`src/rtl/ac_regbank.sv`:
```
// Bank of 2**AW accumulators with in-place ALU-style ops and registered status flags.
// Define AC_SHADOW_EN to add save/restore ports backed by a shadow copy of registers and flags.
module ac_regbank #(
  parameter int WIDTH = 8,
  parameter int AW    = 2
) (
  input  logic             clk,
  input  logic             rst,
  input  logic [2:0]       op,
  input  logic [AW-1:0]    wsel,
  input  logic [WIDTH-1:0] Din,
  input  logic [AW-1:0]    rsel_a,
  input  logic [AW-1:0]    rsel_b,
`ifdef AC_SHADOW_EN
  input  logic             save,
  input  logic             restore,
`endif
  output logic [WIDTH-1:0] Dout_a,
  output logic [WIDTH-1:0] Dout_b,
  output logic             zero,
  output logic             neg,
  output logic             carry
);

  localparam int NREG = 1 << AW;

  localparam logic [2:0] OP_NOP  = 3'b000;
  localparam logic [2:0] OP_LOAD = 3'b001;
  localparam logic [2:0] OP_CLR  = 3'b010;
  localparam logic [2:0] OP_INC  = 3'b011;
  localparam logic [2:0] OP_DEC  = 3'b100;
  localparam logic [2:0] OP_SHL  = 3'b101;
  localparam logic [2:0] OP_SHR  = 3'b110;
  localparam logic [2:0] OP_MOV  = 3'b111;

  logic [WIDTH-1:0] regs [NREG];
  logic [WIDTH-1:0] old_val;
  logic [WIDTH-1:0] result;
  logic             carry_next;
  logic             write_en;

  assign old_val = regs[wsel];
  assign Dout_a  = regs[rsel_a];
  assign Dout_b  = regs[rsel_b];

  always_comb begin
    result     = '0;
    carry_next = carry;
    write_en   = (op != OP_NOP);
    case (op)
      OP_LOAD: result = Din;
      OP_CLR:  result = '0;
      OP_INC: begin
        result     = old_val + 1'b1;
        carry_next = &old_val;
      end
      OP_DEC: begin
        result     = old_val - 1'b1;
        carry_next = ~|old_val;
      end
      OP_SHL: begin
        result     = {old_val[WIDTH-2:0], 1'b0};
        carry_next = old_val[WIDTH-1];
      end
      OP_SHR: begin
        result     = {1'b0, old_val[WIDTH-1:1]};
        carry_next = old_val[0];
      end
      OP_MOV:  result = regs[rsel_a];
      default: result = '0;
    endcase
  end

`ifdef AC_SHADOW_EN
  logic [WIDTH-1:0] shadow_regs [NREG];
  logic             shadow_zero, shadow_neg, shadow_carry;

  // Shadow captures pre-op state; a simultaneous restore leaves it untouched.
  always_ff @(posedge clk) begin
    if (rst) begin
      shadow_zero  <= 1'b0;
      shadow_neg   <= 1'b0;
      shadow_carry <= 1'b0;
    end else if (save && !restore) begin
      shadow_zero  <= zero;
      shadow_neg   <= neg;
      shadow_carry <= carry;
    end
  end
`endif

  genvar gi;
  generate
    for (gi = 0; gi < NREG; gi++) begin : g_reg
      always_ff @(posedge clk) begin
        if (rst) begin
          regs[gi] <= '0;
`ifdef AC_SHADOW_EN
        end else if (restore) begin
          regs[gi] <= shadow_regs[gi];
`endif
        end else if (write_en && (wsel == AW'(gi))) begin
          regs[gi] <= result;
        end
      end

`ifdef AC_SHADOW_EN
      always_ff @(posedge clk) begin
        if (rst) begin
          shadow_regs[gi] <= '0;
        end else if (save && !restore) begin
          shadow_regs[gi] <= regs[gi];
        end
      end
`endif
    end
  endgenerate

  always_ff @(posedge clk) begin
    if (rst) begin
      zero  <= 1'b0;
      neg   <= 1'b0;
      carry <= 1'b0;
`ifdef AC_SHADOW_EN
    end else if (restore) begin
      zero  <= shadow_zero;
      neg   <= shadow_neg;
      carry <= shadow_carry;
`endif
    end else if (write_en) begin
      zero  <= (result == '0);
      neg   <= result[WIDTH-1];
      carry <= carry_next;
    end
  end

endmodule

```
`config.mk`:
```
export PLATFORM = sky130hd
export DESIGN_NAME = ac_regbank
export DESIGN_NICKNAME = d
export VERILOG_FILES = /design/src/rtl/ac_regbank.sv
export SDC_FILE = /design/constraint.sdc
export NUM_CORES = 1
export LEC_CHECK = 0
export CAP_MARGIN = 20
export CORE_UTILIZATION = 40
export CTS_BUF_LIST = sky130_fd_sc_hd__clkbuf_8
export DETAILED_ROUTE_END_ITERATION = 12
export GPL_TIMING_DRIVEN = 0
export PLACE_DENSITY_LB_ADDON = 0.2
export SLEW_MARGIN = 30
export SYNTH_ARGS = -nofsm -noshare
export SYNTH_HDL_FRONTEND = slang
export SYNTH_SLANG_ARGS = --single-unit
```
`constraint.sdc`:
```
create_clock -name clk -period 9.7 [get_ports clk]
set_input_delay 1.455 -clock clk [delete_from_list [all_inputs] [get_ports clk]]
set_output_delay 1.455 -clock clk [all_outputs]
set_load 0.02 [all_outputs]
```
==> results of run 1 <==
## kinds of logic after synthesis
logic type / share of synthesized area (%)
and+or+nand+nor: 17.0
DFF: 37.3
buffers and inverters: 3.84
AOI/OAI and AO/OA: 11.8
xor gates and xnor gates: 1.60
adders and majority gates: 2.74
muxes: 25.7
## per-stage QoR
stage | utilization [%] | power, mW | hold WS, ns
after floorplan | - | 0.275 | 0.571
after global placement | 48.5 | 0.318 | 0.489
after detailed placement | 48.5 | 0.319 | 0.505
after CTS | 49.9 | 0.423 | 0.519
after global routing | 49.9 | 0.440 | 0.562
final | 49.9 | 0.421 | 0.524
## cells in the final DEF (no fill, tap or decap), types with 2 or more instances in the layout
cell             synthesis  final
nor2_1                  49     49
nor4_1                   2      2
mux2_2                   6      6
nor2b_1                  5      5
ha_1                     6      6
nand2_1                  6      6
a22oi_1                  2      2
o21ai_0                  3      3
buf_2                    5      5
a21o_1                   2      2
nand3b_1                 3      3
dfxtp_1                  3      3
mux2i_1                  8      8
a21oi_1                  6      6
clkinv_2                 1      2
a31o_2                   3      3
o22ai_1                  3      3
or3_1                    2      2
buf_1                    4      4
clkinvlp_4               0      2
buf_6                    2      2
nand2b_1                 3      3
nor3_1                   6      6
nand3_1                  6      6
a211oi_1                 3      3
clkdlybuf4s50_1          0     30
and4_1                   2      2
mux4_2                  24     24
inv_1                    4      4
a221oi_2                 3      3
clkbuf_8                 0      5
a31oi_1                  4      4
nand4_1                  2      2
xnor2_1                  4      4
nor3b_1                  3      3
clkbuf_1                 6      6
edfxtp_1                32     32
## routing by layer
metal / GRT usage (%) / part of all wire, % / vias up / wire [um]
li1: - / - / 1023 / -
met4: 6.78 / 1.4 / 0 / 98
met3: 2.46 / 6.5 / 7 / 453
met1: 27.7 / 42 / 1117 / 2930
met5: 0 / 0 / - / 0
met2: 35.1 / 50 / 83 / 3520
## path summary, 6_finish.rpt
| kind | from | end | slack [ns] | depth (start not counted) |
|---|---|---|---|---|
| worst max register to register | regs[2][5]$_SDFFCE_PN0P_ | regs[0][5]$_SDFFCE_PN0P_ | 6.27 | 8 |
| worst max-delay path | op[0] | regs[0][5]$_SDFFCE_PN0P_ | 5.00 | 11 |
| worst min-delay path | neg$_SDFFE_PP0P_ | neg$_SDFFE_PP0P_ | 0.52 | 2 |
| worst min register to register | neg$_SDFFE_PP0P_ | neg$_SDFFE_PP0P_ | 0.52 | 2 |
## worst min-delay path: cells and delay by family (launching register included)
| family | cells | cell delay, ns |
|---|---|---|
| DFF | 1 | 0.31 |
| and+or+nand+nor | 1 | 0.11 |
| AOI/OAI and AO/OA | 1 | 0.06 |
## sequential cells by signal, indices dropped and copies added (netlist names)
signal,flops
regs,32
carry,1
zero,1
neg,1
## area by class of cell
cell class,count,area [um2]
plain buffers,17,85.1
clock buffers,5,68.8
clock inverters,3,20.0
fillers,606,3240
inverters,5,20.0
multi-input cells,185,1610
flip-flops and latches,35,1020
well taps,77,96.3
repair buffers,30,300
## power breakdown
part	internal, mW	switching (mW)
Combinational	0.0618	0.0723
Clock	0.0499	0.0539
Sequential	0.176	0.00751
==> impl_metrics.yaml, run 1 <==
synthesis:
  yosys.cell_types.count: 53
  ys_top_cells_by_count: "49 x nor2_1, 32 x edfxtp_1, 24 x mux4_2"
  async_flop_share_pct: 0
  yosysWarningCount: 0
  synth_edf_count: 32
  netlist_area_mm2: 0.00274
  synth-main-ff-cell: "edfxtp_1"
  ys_top_cells_by_area: "edfxtp_1 35%, mux4_2 20%, nor2_1 6.7%"
  synth_top_area_cell: "edfxtp_1"
  syn_area_per_cell_um2: 11.3
  ys_ff_latch: 35
  netlist_instances: 242
  syn_nets: 267
  synth_most_common_cell: "nor2_1"
  yosysTopAreaCellShare_pct: 35.1
  yosysSeqAreaShare_pct: 37.3
cts:
  clock-root-buffer: "clkbuf_8"
  cts.repair.resized: 0
  clk_pin_slew_ns: 0.07
  cts_sinks: 35
  worstSkewPairLatency_ns: 0.29
  cts_tree: "yes"
  cts_buffer_depth: 2
  cts_setup_buffers: 0
  htree_num_levels: 2
  hold_buffers: 0
  numCtsBuffers: 5
timing:
  drv_slew: 0
  max_slew_margin_pct: 41.5
  rsz0062_at_grt: "no"
  worstMarginPinSlew_ns: 0.871
  max_freq_mhz: 213
  setup_viol: 0
  min_period_over_period_pct: 48.5
  min_period_ns: 4.70
  fin_skew_ns: 0.00439
  finalHoldViolCount: 0
  fin_tns_setup_ns: 0
  setup_ws_ns: 5.00
route:
  drtIter0Drc: 145
  vias: 2230
  vias_per_cell: 6.25
  first_pass_iters: 6
  drc: 0
  wl_um: 7000
  routedWlPerCell_um: 19.6
  ant_nets: 0
outcome:
  status: "complete, no violations"
final_layout:
  fin_nets: 304
  final_area_mm2: 0.00322
  area_growth_pct: 17.7
  fin_cells: 357
  diodes: 0
  layout-drive-gt1-share_pct: 20.0
worst_setup_path:
  critPathRequiredTime_ns: 9.71
  slowest_stage: "nor3_1"
  slowest_delay_ns: 0.73
  cp-start-kind: "input pin"
  crit_type: "in2reg"
  cp_num_buf_inv: 3
  cp_data_arrival_time_ns: 4.72
  crit_fanout: 7
  end_kind: "flip-flop"
  path_cells: "clkdlybuf4s50_1 > or3b_1 > buf_2 > clkinv_2 > ha_1 > mux2_2 > mux2_4 > a221oi_2 > a21oi_1 > nor3_1 > nor2_1"
  critPathTopFamily: "simple AND/OR/NAND/NOR gates"
power:
  ir_worst_vdd_mv: 0.0964
  p_per_area_mw_per_mm2: 131
  leakage_nw: 1.14
place:
  routabilityCongestion: 0.876
  dp_slack_ns: 4.77
  hpwlAfterDp_um: 5470
  placed_cells: 349
  port_buffers: 30
  post_dp_cell_area_mm2: 0.00313
die:
  initial_core_util_pct: 42.4
  die_h_um: 84.7
  row_count: 29
  die_area_mm2: 0.00718
  die_x_um: 84.7
  coreArea_mm2: 0.00646
  ios: 38
grt:
  grt_use_total_pct: 20.7
  grt_max_degree: 13
  grt_overflow: 0
  grt_pass1_wl_um: 11400
  antenna_found_initial: 0
  grt_pass1_vias: 2163
job:
  maxCapViolCount: 0
min_path:
  hold_class: "reg2reg"
(Power assumes the default switching activity.)
==> run 2, diff against run 1 <==
==> constraint.sdc (replaced) <==
create_clock -name clk -period 3.8 [get_ports clk]
set_input_delay 0.57 -clock clk [delete_from_list [all_inputs] [get_ports clk]]
set_output_delay 0.57 -clock clk [all_outputs]
set_load 0.02 [all_outputs]
==> impl_metrics.yaml, run 2 (same netlist as run 1, synthesis figures left out) <==
grt:
  grt_pass1_vias: 2163
  grt_use_total_pct: 20.7
  grt_pass1_wl_um: 11400
  antenna_found_initial: 0
  grt_max_degree: 13
  grt_overflow: 0
cts:
  numCtsBuffers: 5
  cts_tree: "yes"
  cts.repair.resized: 0
  hold_buffers: 0
  cts_sinks: 35
  clk_pin_slew_ns: 0.07
  htree_num_levels: 2
  cts_setup_buffers: 0
  worstSkewPairLatency_ns: 0.29
  cts_buffer_depth: 2
  clock-root-buffer: "clkbuf_8"
timing:
  whs_ns: 0.517
  min_period_over_period_pct: 92.9
  rsz0062_at_grt: "no"
  drv_slew: 0
  min_period_ns: 3.53
  finalHoldViolCount: 0
  setup_viol: 0
  worstMarginPinSlew_ns: 0.682
  fin_tns_setup_ns: 0
  fin_skew_ns: 0.00415
  max_slew_margin_pct: 54.6
  max_freq_mhz: 283
route:
  routedWlPerCell_um: 19.6
  first_pass_iters: 6
  vias_per_cell: 6.15
  vias: 2196
  drtIter0Drc: 130
  wl_um: 6980
  ant_nets: 0
  drc: 0
worst_setup_path:
  crit_fanout: 7
  path_cells: "clkdlybuf4s50_1 > or3b_1 > buf_2 > clkinv_2 > ha_1 > nor3b_1 > or3_1 > a32oi_1 > o21ai_0 > a211oi_2 > and4_1 > a31o_1"
  cp_data_arrival_time_ns: 3.77
  r2r-start: "regs[2][5]$_SDFFCE_PN0P_"
  slowest_stage: "clkdlybuf4s50_1"
  slowest_delay_ns: 0.57
  reg2reg_depth: 8
  r2r-end: "regs[0][5]$_SDFFCE_PN0P_"
  end_kind: "flip-flop"
  crit_type: "in2reg"
  cp-start-kind: "input pin"
  critPathRequiredTime_ns: 4.04
  r2r_slack_ns: 0.69
power:
  ir_worst_vdd_mv: 0.247
  leakage_nw: 1.14
  p_per_area_mw_per_mm2: 333
final_layout:
  nFillCells: 610
  fin_cells: 357
  most-common-layout-cells: "49 x nor2_1, 32 x edfxtp_1, 30 x clkdlybuf4s50_1"
  final_area_mm2: 0.00323
  layout-drive-gt1-share_pct: 20.7
  largest_register_ffs: 32
  area_growth_pct: 18.1
  largest_register: "regs"
  mostFrequentLayoutCell: "nor2_1"
  diodes: 0
  fin_nets: 304
place:
  port_buffers: 30
  hpwlAfterDp_um: 5470
  placed_cells: 349
  routabilityCongestion: 0.876
  post_dp_cell_area_mm2: 0.00313
min_path:
  hold_class: "reg2reg"
  holdPathStages: 2
  min_to: "neg$_SDFFE_PP0P_"
  hp-start: "neg$_SDFFE_PP0P_"
die:
  initial_core_util_pct: 42.4
  coreArea_mm2: 0.00646
  die_area_mm2: 0.00718
  die_x_um: 84.7
  die_h_um: 84.7
  ios: 38
  row_count: 29
outcome:
  status: "complete, no violations"
job:
  maxCapViolCount: 0
[run 2: changes by cell type in the layout (fill, tap and decap cells not counted)]
cell	delta
a211oi_1	-1
a211oi_2	+1
nor3_1	-1
nor3_2	+1
[run 2: how the worst max path moves through the flow]
stage,startpoint,endpoint,slack [ns],cells past startpoint
CTS,op[2],zero$_SDFFE_PP0P_,0.06,12
global placement,op[0],regs[2][5]$_SDFFCE_PN0P_,-0.26,11
finish,op[2],zero$_SDFFE_PP0P_,0.27,12
global route,op[2],regs[2][5]$_SDFFCE_PN0P_,0.11,12
floorplan,wsel[1],regs[0][5]$_SDFFCE_PN0P_,0.50,11
detailed placement,op[0],regs[0][5]$_SDFFCE_PN0P_,-0.25,11
[run 2: layout make-up]
| cell class | instances | area (um2) | share of cell area, % |
|---|---|---|---|
| inverter | 5 | 20.0 | 0.619 |
| timing repair buffer | 30 | 300 | 9.29 |
| tap | 77 | 96.3 | 2.98 |
| clock inverter | 3 | 20.0 | 0.619 |
| sequential | 35 | 1020 | 31.6 |
| multi-input combinational | 185 | 1620 | 50.1 |
| buffer | 17 | 85.1 | 2.63 |
| clock buffer | 5 | 68.8 | 2.13 |
[run 2: stage by stage]
step           power, mW  setup WS [ns]  util (%)
6_report            1.08          0.269      50.0
5_1_grt             1.12          0.106      50.0
4_1_cts             1.08         0.0592      49.9
3_5_place_dp       0.815         -0.247      48.5
3_3_place_gp       0.812         -0.264      48.5
2_1_floorplan      0.702          0.499         -
[run 2: worst max-delay path: cells and delay by family]
| family | cells | cell delay, ns |
|---|---|---|
| compound gates | 4 | 0.87 |
| fa+ha+maj | 1 | 0.30 |
| simple gates | 4 | 1.14 |
| buf+inv | 3 | 0.89 |
[run 2: power breakdown]
part	total [mW]	internal, mW	switching (mW)
Combinational	0.343	0.159	0.185
Sequential	0.467	0.448	0.0191
Clock	0.266	0.127	0.139
[run 2: per-layer routing]
| layer | global-route usage, % | up-vias | wire [um] |
|---|---|---|---|
| li1 | - | 1023 | - |
| met1 | 27.7 | 1093 | 2830 |
| met2 | 35.1 | 75 | 3530 |
| met3 | 2.46 | 5 | 540 |
| met4 | 6.78 | 0 | 76 |
| met5 | 0 | - | 0 |
